<file path="config.mk">
export PLATFORM = sky130hd
export DESIGN_NAME = double_dabble_bcd2bin
export DESIGN_NICKNAME = d
export VERILOG_FILES = /design/src/rtl/double_dabble_bcd2bin.sv
export SDC_FILE = /design/constraint.sdc
export NUM_CORES = 1
export LEC_CHECK = 0
export CORE_ASPECT_RATIO = 2
export CORE_MARGIN = 2
export CORE_UTILIZATION = 35
export DETAILED_ROUTE_END_ITERATION = 10
export DONT_BUFFER_PORTS = 1
export PLACE_DENSITY = 0.53
export SLEW_MARGIN = 0
export SYNTH_ARGS = -nofsm -noshare
export SYNTH_HDL_FRONTEND = slang
export SYNTH_SLANG_ARGS = --single-unit
</file>
<file path="constraint.sdc">
create_clock -name clk -period 5.16 [get_ports clk]
set_input_delay 0.774 -clock clk [delete_from_list [all_inputs] [get_ports clk]]
set_output_delay 0.774 -clock clk [all_outputs]
set_load 0.05 [all_outputs]
</file>
<file path="src/rtl/double_dabble_bcd2bin.sv">
// Sequential BCD-to-binary converter (reverse double dabble: shift right, then subtract 3 from digits >= 8).
// Define DD_BCD2BIN_PARALLEL_ADJ_EN to adjust all digits in one cycle instead of one digit per cycle.
module double_dabble_bcd2bin #(
    parameter int DIGITS    = 4,
    parameter int BIN_WIDTH = 14
) (
    input  logic                   clk,
    input  logic                   rst,
    input  logic                   en,
    input  logic                   start,
    input  logic [4*DIGITS-1:0]    bcd_in,
    output logic                   busy,
    output logic                   done,
    output logic [BIN_WIDTH-1:0]   bin_out,
    output logic                   invalid,
    output logic [1:0]             o_dbg_state
);

    localparam int SW = $clog2(BIN_WIDTH + 1);
    localparam int BW = 4 * DIGITS;

    localparam logic [1:0] IDLE_S  = 2'd0;
    localparam logic [1:0] SHIFT_S = 2'd1;
    localparam logic [1:0] ADJ_S   = 2'd2;
    localparam logic [1:0] DONE_S  = 2'd3;

    localparam logic [SW-1:0] L_LAST_SHIFT = SW'(BIN_WIDTH - 1);

    function automatic longint unsigned pow10(input int n);
        longint unsigned p;
        p = 1;
        for (int i = 0; i < n; i++) p = p * 10;
        return p;
    endfunction

    localparam longint unsigned L_BIN_RANGE = longint'(1) << BIN_WIDTH;
    localparam longint unsigned L_BCD_RANGE = pow10(DIGITS);

    generate
        if (DIGITS < 1 || L_BIN_RANGE < L_BCD_RANGE) begin : g_bad_params
            $error("double_dabble_bcd2bin: need DIGITS >= 1 and 2**BIN_WIDTH >= 10**DIGITS");
        end
    endgenerate

    logic [1:0]           r_state;
    logic [BW-1:0]        r_bcd;
    logic [BIN_WIDTH-1:0] r_bin;
    logic [SW-1:0]        r_shift_cnt;
    logic [BIN_WIDTH-1:0] r_bin_out;
    logic                 r_invalid;

    logic                 w_load_bad;
    logic                 w_last_shift;
    logic [BW-1:0]        w_shift_bcd;
    logic [BIN_WIDTH-1:0] w_shift_bin;
    logic [BW-1:0]        w_bcd_adj;

    always_comb begin
        w_load_bad = 1'b0;
        for (int d = 0; d < DIGITS; d++) begin
            if (bcd_in[4*d +: 4] > 4'd9) w_load_bad = 1'b1;
        end
    end

    // The combined {bcd,bin} register moves right; the LSB of the BCD side feeds the binary MSB.
    assign w_shift_bcd  = {1'b0, r_bcd[BW-1:1]};
    assign w_shift_bin  = {r_bcd[0], r_bin[BIN_WIDTH-1:1]};
    assign w_last_shift = (r_shift_cnt == L_LAST_SHIFT);

`ifdef DD_BCD2BIN_PARALLEL_ADJ_EN
    always_comb begin
        w_bcd_adj = r_bcd;
        for (int d = 0; d < DIGITS; d++) begin
            if (r_bcd[4*d +: 4] >= 4'd8) w_bcd_adj[4*d +: 4] = r_bcd[4*d +: 4] - 4'd3;
        end
    end
`else
    localparam int DW = $clog2(DIGITS + 1);
    localparam logic [DW-1:0] L_LAST_DIGIT = DW'(DIGITS - 1);

    logic [DW-1:0] r_digit_idx;
    logic [3:0]    w_sel_digit;
    logic [3:0]    w_adj_digit;

    // One subtractor is shared: select the indexed digit, adjust it, write it back.
    always_comb begin
        w_sel_digit = 4'd0;
        for (int d = 0; d < DIGITS; d++) begin
            if (r_digit_idx == DW'(d)) w_sel_digit = r_bcd[4*d +: 4];
        end
        w_adj_digit = (w_sel_digit >= 4'd8) ? (w_sel_digit - 4'd3) : w_sel_digit;
        w_bcd_adj   = r_bcd;
        for (int d = 0; d < DIGITS; d++) begin
            if (r_digit_idx == DW'(d)) w_bcd_adj[4*d +: 4] = w_adj_digit;
        end
    end

    always_ff @(posedge clk) begin
        if (rst) begin
            r_digit_idx <= '0;
        end else if (en) begin
            case (r_state)
                IDLE_S:  if (start) r_digit_idx <= '0;
                SHIFT_S: if (!w_last_shift) r_digit_idx <= '0;
                ADJ_S:   r_digit_idx <= r_digit_idx + 1'b1;
                default: r_digit_idx <= r_digit_idx;
            endcase
        end
    end
`endif

    always_ff @(posedge clk) begin
        if (rst) begin
            r_state     <= IDLE_S;
            r_bcd       <= '0;
            r_bin       <= '0;
            r_shift_cnt <= '0;
            r_bin_out   <= '0;
            r_invalid   <= 1'b0;
        end else if (en) begin
            case (r_state)
                IDLE_S: begin
                    if (start) begin
                        r_bcd       <= bcd_in;
                        r_bin       <= '0;
                        r_shift_cnt <= '0;
                        if (w_load_bad) begin
                            r_state   <= DONE_S;
                            r_bin_out <= '0;
                            r_invalid <= 1'b1;
                        end else begin
                            r_state <= SHIFT_S;
                        end
                    end
                end
                SHIFT_S: begin
                    r_bcd       <= w_shift_bcd;
                    r_bin       <= w_shift_bin;
                    r_shift_cnt <= r_shift_cnt + 1'b1;
                    if (w_last_shift) begin
                        r_state   <= DONE_S;
                        r_bin_out <= w_shift_bin;
                        r_invalid <= 1'b0;
                    end else begin
                        r_state <= ADJ_S;
                    end
                end
                ADJ_S: begin
                    r_bcd <= w_bcd_adj;
`ifdef DD_BCD2BIN_PARALLEL_ADJ_EN
                    r_state <= SHIFT_S;
`else
                    if (r_digit_idx == L_LAST_DIGIT) r_state <= SHIFT_S;
`endif
                end
                DONE_S:  r_state <= IDLE_S;
                default: r_state <= IDLE_S;
            endcase
        end
    end

    assign busy        = (r_state == SHIFT_S) || (r_state == ADJ_S) || (r_state == DONE_S);
    assign done        = (r_state == DONE_S) && en;
    assign bin_out     = r_bin_out;
    assign invalid     = r_invalid;
    assign o_dbg_state = r_state;

endmodule

</file>
# Yosys cells after proc, flatten, opt, wreduce, memory -nomap -nowiden
# Index checks and enable logic that the tools add are counted.
# W data, S select, Z words.
[op_classes]
addsub = 3
multipliers = 0
div = 0
magnitude_cmp = 5
n_eq_ne = 15
shifts = 0
muxes = 35
bitwise = 0
reduce_logical = 15
[op_table]
columns = ["op", "n"]
rows = [
  ["$mux W14", 4],
  ["$pmux W14 S2", 2],
  ["$pmux W16 S3", 1],
  ["$mux W4", 10],
  ["$reduce_and A4 Y1", 5],
  ["$gt A4 B4 Y1 const B", 4],
  ["$mux W16", 1],
  ["$ne A2 B2 Y1 const B", 8],
  ["$pmux W3 S3", 1],
  ["$mux W1", 8],
  ["$pmux W2 S4", 1],
  ["$pmux W4 S2", 1],
  ["$eq A3 B2 Y1 const B", 2],
  ["$mux W2", 3],
  ["$mux W3", 2],
  ["$reduce_and A3 Y1", 2],
  ["$reduce_and A5 Y1", 1],
  ["$add A4 B1 Y4 const B", 1],
  ["$eq A2 B2 Y1 const B", 2],
  ["$eq A4 B4 Y1 const B", 1],
  ["$ge A4 B4 Y1 const B", 1],
  ["$sub A4 B2 Y4 const B", 1],
  ["$add A3 B1 Y3 const B", 1],
  ["$eq A3 B1 Y1 const B", 1],
  ["other kinds (8)", 9],
]
[totals]
register_bits = 54
latch_bits = 0
mem_bits_rw = 0
mem_bits_ro = 0
in_bits = 20
out_inout_bits = 19
n_memories = 0

# Logic depth before layout (Yosys ltp)
# Gate-level depths: netlist (run 1).
[depth]
word_depth = 9
ltp_mapped = 14
ltp_nobuf = 13

# Worst setup path before layout (run 1)
# No wires, ideal clock.
[synth_timing]
kind = "register to register"
from = "register r_digit_idx[0]"
to = "register r_bcd[13]"
setup_ps = 122
arrival_time_ps = 2488
required_time_ps = 5038
path_slack_ps = 2550
path_stages_with_launch = 11
synth_period_minus_slack_ps = 2610
path_cell_list = "dfxtp_1 ha_1 ha_1 clkbuf_2 nor2_1 o21ai_0 o21ai_2 ha_1 or3_1 and3_1 a221o_1"
[synth_via]
elab_chain_len = 9
elab_cells_between_ends = 15
[synth_lines]
columns = ["item", "line_no", "source"]
rows = [
  ["from (decl)", "81", "logic [DW-1:0] r_digit_idx;"],
  ["from (signal assigned)", "105", "ADJ_S: r_digit_idx <= r_digit_idx + 1'b1;"],
  ["from (signal assigned)", "106", "default: r_digit_idx <= r_digit_idx;"],
  ["$logic_not A3 Y1", "89", "if (r_digit_idx == DW'(d)) w_sel_digit = r_bcd[4*d +: 4];"],
  ["$mux W4 (4 in a row)", "89", ""],
  ["$sub A4 B2 Y4 / $ge A4 B4 Y1 (equally long branches)", "91", "w_adj_digit = (w_sel_digit >= 4'd8) ? (w_sel_digit - 4'd3) : w_sel_digit;"],
  ["$mux W4", "91", ""],
  ["$mux W4", "94", "if (r_digit_idx == DW'(d)) w_bcd_adj[4*d +: 4] = w_adj_digit;"],
  ["$pmux W16 S3", "121", "case (r_state)"],
  ["to (signal assigned)", "124", "r_bcd <= bcd_in;"],
  ["to (signal assigned)", "137", "r_bcd <= w_shift_bcd;"],
  ["to (signal assigned)", "149", "r_bcd <= w_bcd_adj;"],
  ["to (decl)", "46", "logic [BW-1:0] r_bcd;"],
]
# Parallel ways exist; a longest one is shown, timed or not. The select of a mux whose other input is x is not followed.
# A chain may end at the register's enable or synchronous reset.

# Worst setup path in the final report (run 1)
[layout_timing]
from = "register r_state[0] (netlist: o_dbg_state[0])"
to = "register r_bcd[13]"
[layout_via]
elab_chain_len = 3
elab_cells_between_ends = 8
[layout_lines]
columns = ["item", "line_no", "source"]
rows = [
  ["from (decl)", "45", "logic [1:0] r_state;"],
  ["from (signal assigned)", "114", "r_state <= IDLE_S;"],
  ["from (signal assigned)", "128", "r_state <= DONE_S;"],
  ["from (signal assigned)", "132", "r_state <= SHIFT_S;"],
  ["$eq A2 B2 Y1 (tied with other cells)", "121", ""],
  ["$ne A2 B2 Y1 (no line) / $reduce_bool A3 Y1 (equally long branches)", "n/a", ""],
  ["$reduce_and A4 Y1 (no line)", "n/a", ""],
]
# Parallel ways exist; a longest one is shown, timed or not.

==> results.md, run 1 <==
- Reg2reg path depth: 7
- Port Buffer Count: 0
- DR iter-0 viols: 166
- Hold Path Class: flip-flop to flip-flop
- Place WS: 1.81 ns
- Least-Margin Pin Slew: 1.09 ns
- GRT Residual Overflow: 0
- Layout cells sized above 1: 4.00%
- Post-CTS setup buffer count: 0
- RePlAce Congestion: 0.849
- Critical path endpoint category: flip-flop
- Yosys reg bits: 53
- Cells after synthesis: 363
- Final Skew: 0.00551 ns
- P_leak: 1.08 nW
- Sw frac: 34.9%
- Crit path arrival time: 3.58 ns
- Worst setup slack after layout: 1.77 ns
- Syn Std Cell Area: 0.00289 mm²
- HPWL Detailed: 5770 µm
- Final max-slew violation count: 0
- Min cycle time layout: 3.39 ns
- Syn avg cell area: 7.96 µm²
- CTS clk-pin slew, worst paths: 0.07 ns
- Max clock buf depth: 2
- Syn_nets: 398
- Multi-input logic area: 0.00169 mm²
- Post-detailed-route DRC marker count: 0
- Antenna Violating Nets Remaining: 0
- Synth top area share: 36.7%
- Pwr/cell area: 358 mW/mm²
- Worst Hold Endpoint: bin_out[0]$_SDFFE_PP0P_
- Global-route wire length before repair: 12600 µm
- Area Overhead vs Synth: 6.11%
- FP Rows: 46
- CTS Hold Bufs: 0
- Peak Freq: 0.295 GHz
- Via count: 2581
- CTS tree: done
- Max IR drop VDD: 0.000241 V
- Hold_ws: 0.482 ns
- Total negative slack: 0 ns
- WHS Path Cells: 2
- Internal: 715 µW
- Total CTS buffers: 5
- Rel. slew slack: 25.4%
- R2R Path End: r_bcd[13]$_SDFFE_PP0P_
- Die Y: 132 µm
- R2r setup slk: 1.77 ns
- Initial antenna violation count: 0
- Clock Power Share: 31.7%
- CTS H-tree depth: 2
- Number of synthesized flops with an enable pin: 0
- Critical Path RT: 5.35 ns
- DR pass1 iterations: 5
- Full die area: 0.00904 mm²
- Die width: 68.2 µm
- Asr flop ratio synth: 0%
- Quantity of gates resized following cts: 0
- Status: completed
- Post-Route WL: 7840 µm
- Max cap viols: 0
- Synth cell count leaders: dfxtp_1, nand2_1, nor2_1, a21oi_1, a22oi_1
- Synth area leader: dfxtp_1
- Worst R2R Start: o_dbg_state[0]$_SDFFE_PP0P_
- Reg power frac: 43.3%
- CTS root buf: clkbuf_16
- Number of I/O pins: 39
- Critical path class: flip-flop to flip-flop
- Avg Vias per Cell: 5.79
- Initial cell density of the core: 36.1%
- FF/Latch Area: 0.00106 mm²
- NetSw: 383 µW
- Count of final hold-check violations: 0
- Total GRT Usage: 18.6%
- Number of nets in the layout: 384
- Clock latency on the worst-skew pair: 0.29 ns
- Pin count of the biggest net entering global routing: 52
- Hold Crit Start: r_bin[1]$_SDFFE_PP0P_
- ANT cells: 0
- Fin util: 38.3%
- # setup viols final: 0
- Most area-consuming cells after synthesis: dfxtp_1, ha_1, a21oi_1, nand2_1, nor2_1
- Top_reg_cell synth: dfxtp_1
- Fin crit share: 65.8%
- Unique masters post-synth: 47
- Drt wl/cell: 17.6 µm
- Combinational share of power: 25.1%
- Dpl cells: 438
- Number of global-route vias before repair: 2500
- Most frequent cell after synthesis: dfxtp_1
- Critical path launch point type: flip-flop
- RSZ-0062 raised after global routing: false
- Register area share after synthesis: 36.7%
- Final-layout fill cell count: 853
- Clk sinks: 53
- Yosys Warn Count: 0
- Layout Cells excl Fill: 446
- Core Box Area: 0.00800 mm²
- Crit path max fanout: 29
[worst max-delay path: stages (launching register included)]
cell and delay (ns):
dfxtp_1 0.73, inv_1 0.20, ha_1 0.91, inv_1 0.17, nor2_1 0.50, a2111oi_0 0.25
and3_1 0.25, a221o_1 0.25
[cells by family (layout without fill, tap and decap cells)]
logic type	count (synthesis)	count (layout)	share of synthesized area, %
AO/OA/AOI/OAI	105	105	24.9
XOR/XNOR	1	1	0.303
adder cells (fa/ha/maj)	15	15	6.50
buffers and inverters	32	19	4.89
flip-flops	53	53	36.7
multiplexers	10	10	3.51
AND/OR/NAND/NOR	147	147	23.2
[stage by stage]
stage	area [µm²]	power (mW)
floorplan	2890	0.698
global placement	2910	0.756
detailed placement	2910	0.757
CTS	3070	1.11
global route	3070	1.16
finish	3070	1.10
[routing by layer]
metal / vias to the layer above / routed length (µm) / GRT usage [%]
met4: 0 / 433 / 11.4
li1: 1280 / - / -
met2: 64 / 4150 / 32.0
met3: 25 / 305 / 2.98
met1: 1212 / 2950 / 20.1
met5: - / 0 / 0
[flip-flops by register name, indices dropped and copies added, names as in the netlist]
signal       cells
r_bcd           16
bin_out         14
r_bin           13
r_shift_cnt      4
r_digit_idx      3
o_dbg_state      2
invalid          1
[layout make-up]
type,count,area share [%]
multi-input combinational,278,55.0
clock inverter,2,0.449
tap,96,3.92
inverter,10,1.22
timing repair buffer,1,0.245
clock buffer,6,4.53
sequential,53,34.6
[power by group through the flow]
| stage | clock network (mW) | registers [mW] | logic [mW] |
|---|---|---|---|
| after floorplan | 0 | 0.474 | 0.225 |
| after global placement | 0 | 0.484 | 0.272 |
| after detailed placement | 0 | 0.484 | 0.273 |
| after CTS | 0.362 | 0.475 | 0.274 |
| after global routing | 0.373 | 0.479 | 0.307 |
| final | 0.348 | 0.475 | 0.275 |
[cell usage in the layout (no fill, tap or decap), drive strengths merged, types with 2 or more instances in the layout]
master,n
and2,2
nor2,45
a2111oi,5
o21ai,13
mux2i,9
nor2b,4
or2,3
a221oi,3
a211oi,7
a41oi,4
inv,10
a22o,2
a21oi,35
nand3b,2
clkbuf,6
clkinv,2
nor3,6
nand2,46
a32oi,4
nand3,20
and3,4
ha,15
nand2b,8
dfxtp,53
nor3b,2
a221o,2
a22oi,22
a32o,3
[worst max-delay path by stage]
stage | start | end | slack, ns | cells past startpoint
global placement | o_dbg_state[0]$_SDFFE_PP0P_ | bin_out[2]$_SDFFE_PP0P_ | 1.86 | 7
global route | o_dbg_state[0]$_SDFFE_PP0P_ | r_bcd[13]$_SDFFE_PP0P_ | 1.52 | 7
finish | o_dbg_state[0]$_SDFFE_PP0P_ | r_bcd[13]$_SDFFE_PP0P_ | 1.77 | 7
CTS | o_dbg_state[0]$_SDFFE_PP0P_ | r_bcd[13]$_SDFFE_PP0P_ | 1.79 | 7
detailed placement | o_dbg_state[0]$_SDFFE_PP0P_ | r_bcd[13]$_SDFFE_PP0P_ | 1.81 | 7
floorplan | r_digit_idx[0]$_SDFFE_PP0P_ | r_bcd[13]$_SDFFE_PP0P_ | 2.55 | 10
No activity file was read; power rests on OpenSTA's default activity.
==> run 2: changes to the inputs <==
==> constraint.sdc (replaced) <==
create_clock -name clk -period 3.2 [get_ports clk]
set_input_delay 0.48 -clock clk [delete_from_list [all_inputs] [get_ports clk]]
set_output_delay 0.48 -clock clk [all_outputs]
set_load 0.05 [all_outputs]
==> results.md, run 2 (synthesis gave the netlist of run 1 again) <==
- Global-route wire length before repair: 12800 µm (was 12600 µm)
- Port Buffer Count: 0 (unchanged)
- Multi-input logic area: 0.00169 mm² (unchanged)
- Critical path class: flip-flop to flip-flop (unchanged)
- Max clock buf depth: 2 (unchanged)
- Avg Vias per Cell: 5.83 (was 5.79)
- Critical path launch point type: flip-flop (unchanged)
- Commonest non-fill, non-tap cell in the layout: dfxtp_1 (unchanged)
- Least-Margin Pin Slew: 1.10 ns (was 1.09 ns)
- Pwr/cell area: 597 mW/mm² (was 358 mW/mm²)
- Drt wl/cell: 17.8 µm (was 17.6 µm)
- Total GRT Usage: 18.9% (was 18.6%)
- Post-Route WL: 8070 µm (was 7840 µm)
- Max FFs per register: 16 (unchanged)
- Antenna Violating Nets Remaining: 0 (unchanged)
- Clock latency on the worst-skew pair: 0.30 ns (was 0.29 ns)
- Most frequent cells in the layout: dfxtp_1, nand2_1, nor2_1, a21oi_1, a22oi_1 (unchanged)
- Place WS: 0.366 ns (was 1.81 ns)
- CTS H-tree depth: 2 (unchanged)
- Crit path max fanout: 8 (was 29)
- Quantity of gates resized following cts: 0 (unchanged)
- Top reg by flops: r_bcd (unchanged)
- Clk sinks: 53 (unchanged)
- FF/Latch Area: 0.00106 mm² (unchanged)
- Max cap viols: 0 (unchanged)
- Final-layout fill cell count: 854 (was 853)
- Die width: 68.2 µm (unchanged)
- HPWL Detailed: 6100 µm (was 5770 µm)
- Count of final hold-check violations: 0 (unchanged)
- RePlAce Congestion: 0.847 (was 0.849)
- Sw frac: 34.0% (was 34.9%)
- Hold_ws: 0.252 ns (was 0.482 ns)
- Layout Cells excl Fill: 453 (was 446)
- Total CTS buffers: 5 (unchanged)
- CTS root buf: clkbuf_16 (unchanged)
- CTS tree: done (unchanged)
- DR pass1 iterations: 4 (was 5)
- Post-detailed-route DRC marker count: 0 (unchanged)
- NetSw: 637 µW (was 383 µW)
- Peak Freq: 0.350 GHz (was 0.295 GHz)
- Min cycle time layout: 2.85 ns (was 3.39 ns)
- Worst setup slack after layout: 0.346 ns (was 1.77 ns)
- Placed inst area: 0.00297 mm² (was 0.00291 mm²)
- CTS clk-pin slew, worst paths: 0.07 ns (about the same)
- P_leak: 1.12 nW (was 1.08 nW)
- Hold Path Class: input pin to flip-flop (was flip-flop to flip-flop)
- Post-route design area: 0.00314 mm² (was 0.00307 mm²)
- Status: completed (unchanged)
- CP top delay family: compound AO/OA/AOI/OAI gates (was adder cells)
- Most used cell, CP: ha_1 (was inv_1)
- Number of global-route vias before repair: 2603 (was 2500)
- Initial cell density of the core: 36.1% (unchanged)
- FP Rows: 46 (unchanged)
- DR iter-0 viols: 190 (was 166)
- Critical Path RT: 3.36 ns (was 5.35 ns)
- Fin crit share: 89.2% (was 65.8%)
- GRT Residual Overflow: 0 (unchanged)
- Internal: 1.24 mW (was 715 µW)
- Crit path buffers/inverters: 0 (was 2)
- Final max-slew violation count: 0 (unchanged)
- Post-CTS setup buffer count: 0 (unchanged)
- Layout cells sized above 1: 5.88% (was 4.00%)
- Area Overhead vs Synth: 8.70% (was 6.11%)
- Full die area: 0.00904 mm² (unchanged)
- Critical path endpoint category: flip-flop (unchanged)
- Pin count of the biggest net entering global routing: 52 (unchanged)
- ANT cells: 0 (unchanged)
- CTS Hold Bufs: 0 (unchanged)
- Initial antenna violation count: 0 (unchanged)
- CP peak stage delay: 0.39 ns (was 0.91 ns)
- Reg power frac: 39.9% (was 43.3%)
- Dpl cells: 445 (was 438)
- Crit path arrival time: 3.01 ns (was 3.58 ns)
- Via count: 2639 (was 2581)
- Max IR drop VDD: 0.000462 V (was 0.000241 V)
- Core Box Area: 0.00800 mm² (unchanged)
- Combinational share of power: 25.9% (was 25.1%)
- Final Skew: 0.00669 ns (was 0.00551 ns)
- Rel. slew slack: 24.9% (was 25.4%)
- RSZ-0062 raised after global routing: false (unchanged)
- Crit-path cells: ha_1 > ha_1 > nor2_1 > o21ai_0 > o21ai_0 > ha_1 > or3_1 > a31oi_1 > a22oi_1 (was inv_1 > ha_1 > inv_1 > nor2_1 > a2111oi_0 > and3_1 > a221o_1)
- Number of nets in the layout: 391 (was 384)
- Die Y: 132 µm (unchanged)
- Total negative slack: 0 ns (unchanged)
- # setup viols final: 0 (unchanged)
- Number of I/O pins: 39 (unchanged)
- Clock Power Share: 34.2% (was 31.7%)
- Crit-path slowest cell: or3_1 (was ha_1)
## run 2: changes by cell type in the layout (fill, tap and decap cells not counted), sizes merged
cell / previous run / this run
buf: 1 / 8
bufinv: 0 / 1
clkbuf: 6 / 5
inv: 10 / 11
clkinv: 2 / 1
## run 2: through the flow
step | power (mW) | util [%]
after floorplan | 1.13 | -
after global placement | 1.25 | 37.1
after detailed placement | 1.25 | 37.1
after CTS | 1.90 | 39.3
after global routing | 1.97 | 39.3
final | 1.88 | 39.3
## run 2: power groups by stage
stage               registers [mW]  clock network (mW)  logic, mW
finish                       0.749               0.641      0.486
global route                 0.755               0.683      0.534
CTS                          0.749               0.658      0.491
detailed placement           0.764                   0      0.489
global placement             0.764                   0      0.485
floorplan                    0.764                   0      0.362
## run 2: layout make-up
type / count / share of cell area, %
clock buffers: 5 / 3.98
clock inverters: 3 / 1.59
inverters: 10 / 1.20
multi-input cells: 278 / 53.7
flip-flops and latches: 53 / 33.8
well taps: 96 / 3.82
repair buffers: 8 / 1.91
## run 2: final timing paths
check	start	to	slack [ns]	depth (start not counted)
worst max-delay path	r_digit_idx[0]$_SDFFE_PP0P_	r_bcd[1]$_SDFFE_PP0P_	0.35	9
worst min-delay path	rst	r_bcd[15]$_SDFFE_PP0P_	0.25	1
worst max register to register	r_digit_idx[0]$_SDFFE_PP0P_	r_bcd[1]$_SDFFE_PP0P_	0.35	9
worst min register to register	r_bin[1]$_SDFFE_PP0P_	bin_out[0]$_SDFFE_PP0P_	0.48	2
## run 2: layer usage
metal / vias up / track usage (%) / share of wire, %
met4: 0 / 11.2 / 5.2
li1: 1297 / - / -
met2: 67 / 33.5 / 55
met1: 1252 / 19.0 / 36
met5: - / 0 / 0
met3: 23 / 4.17 / 3.9
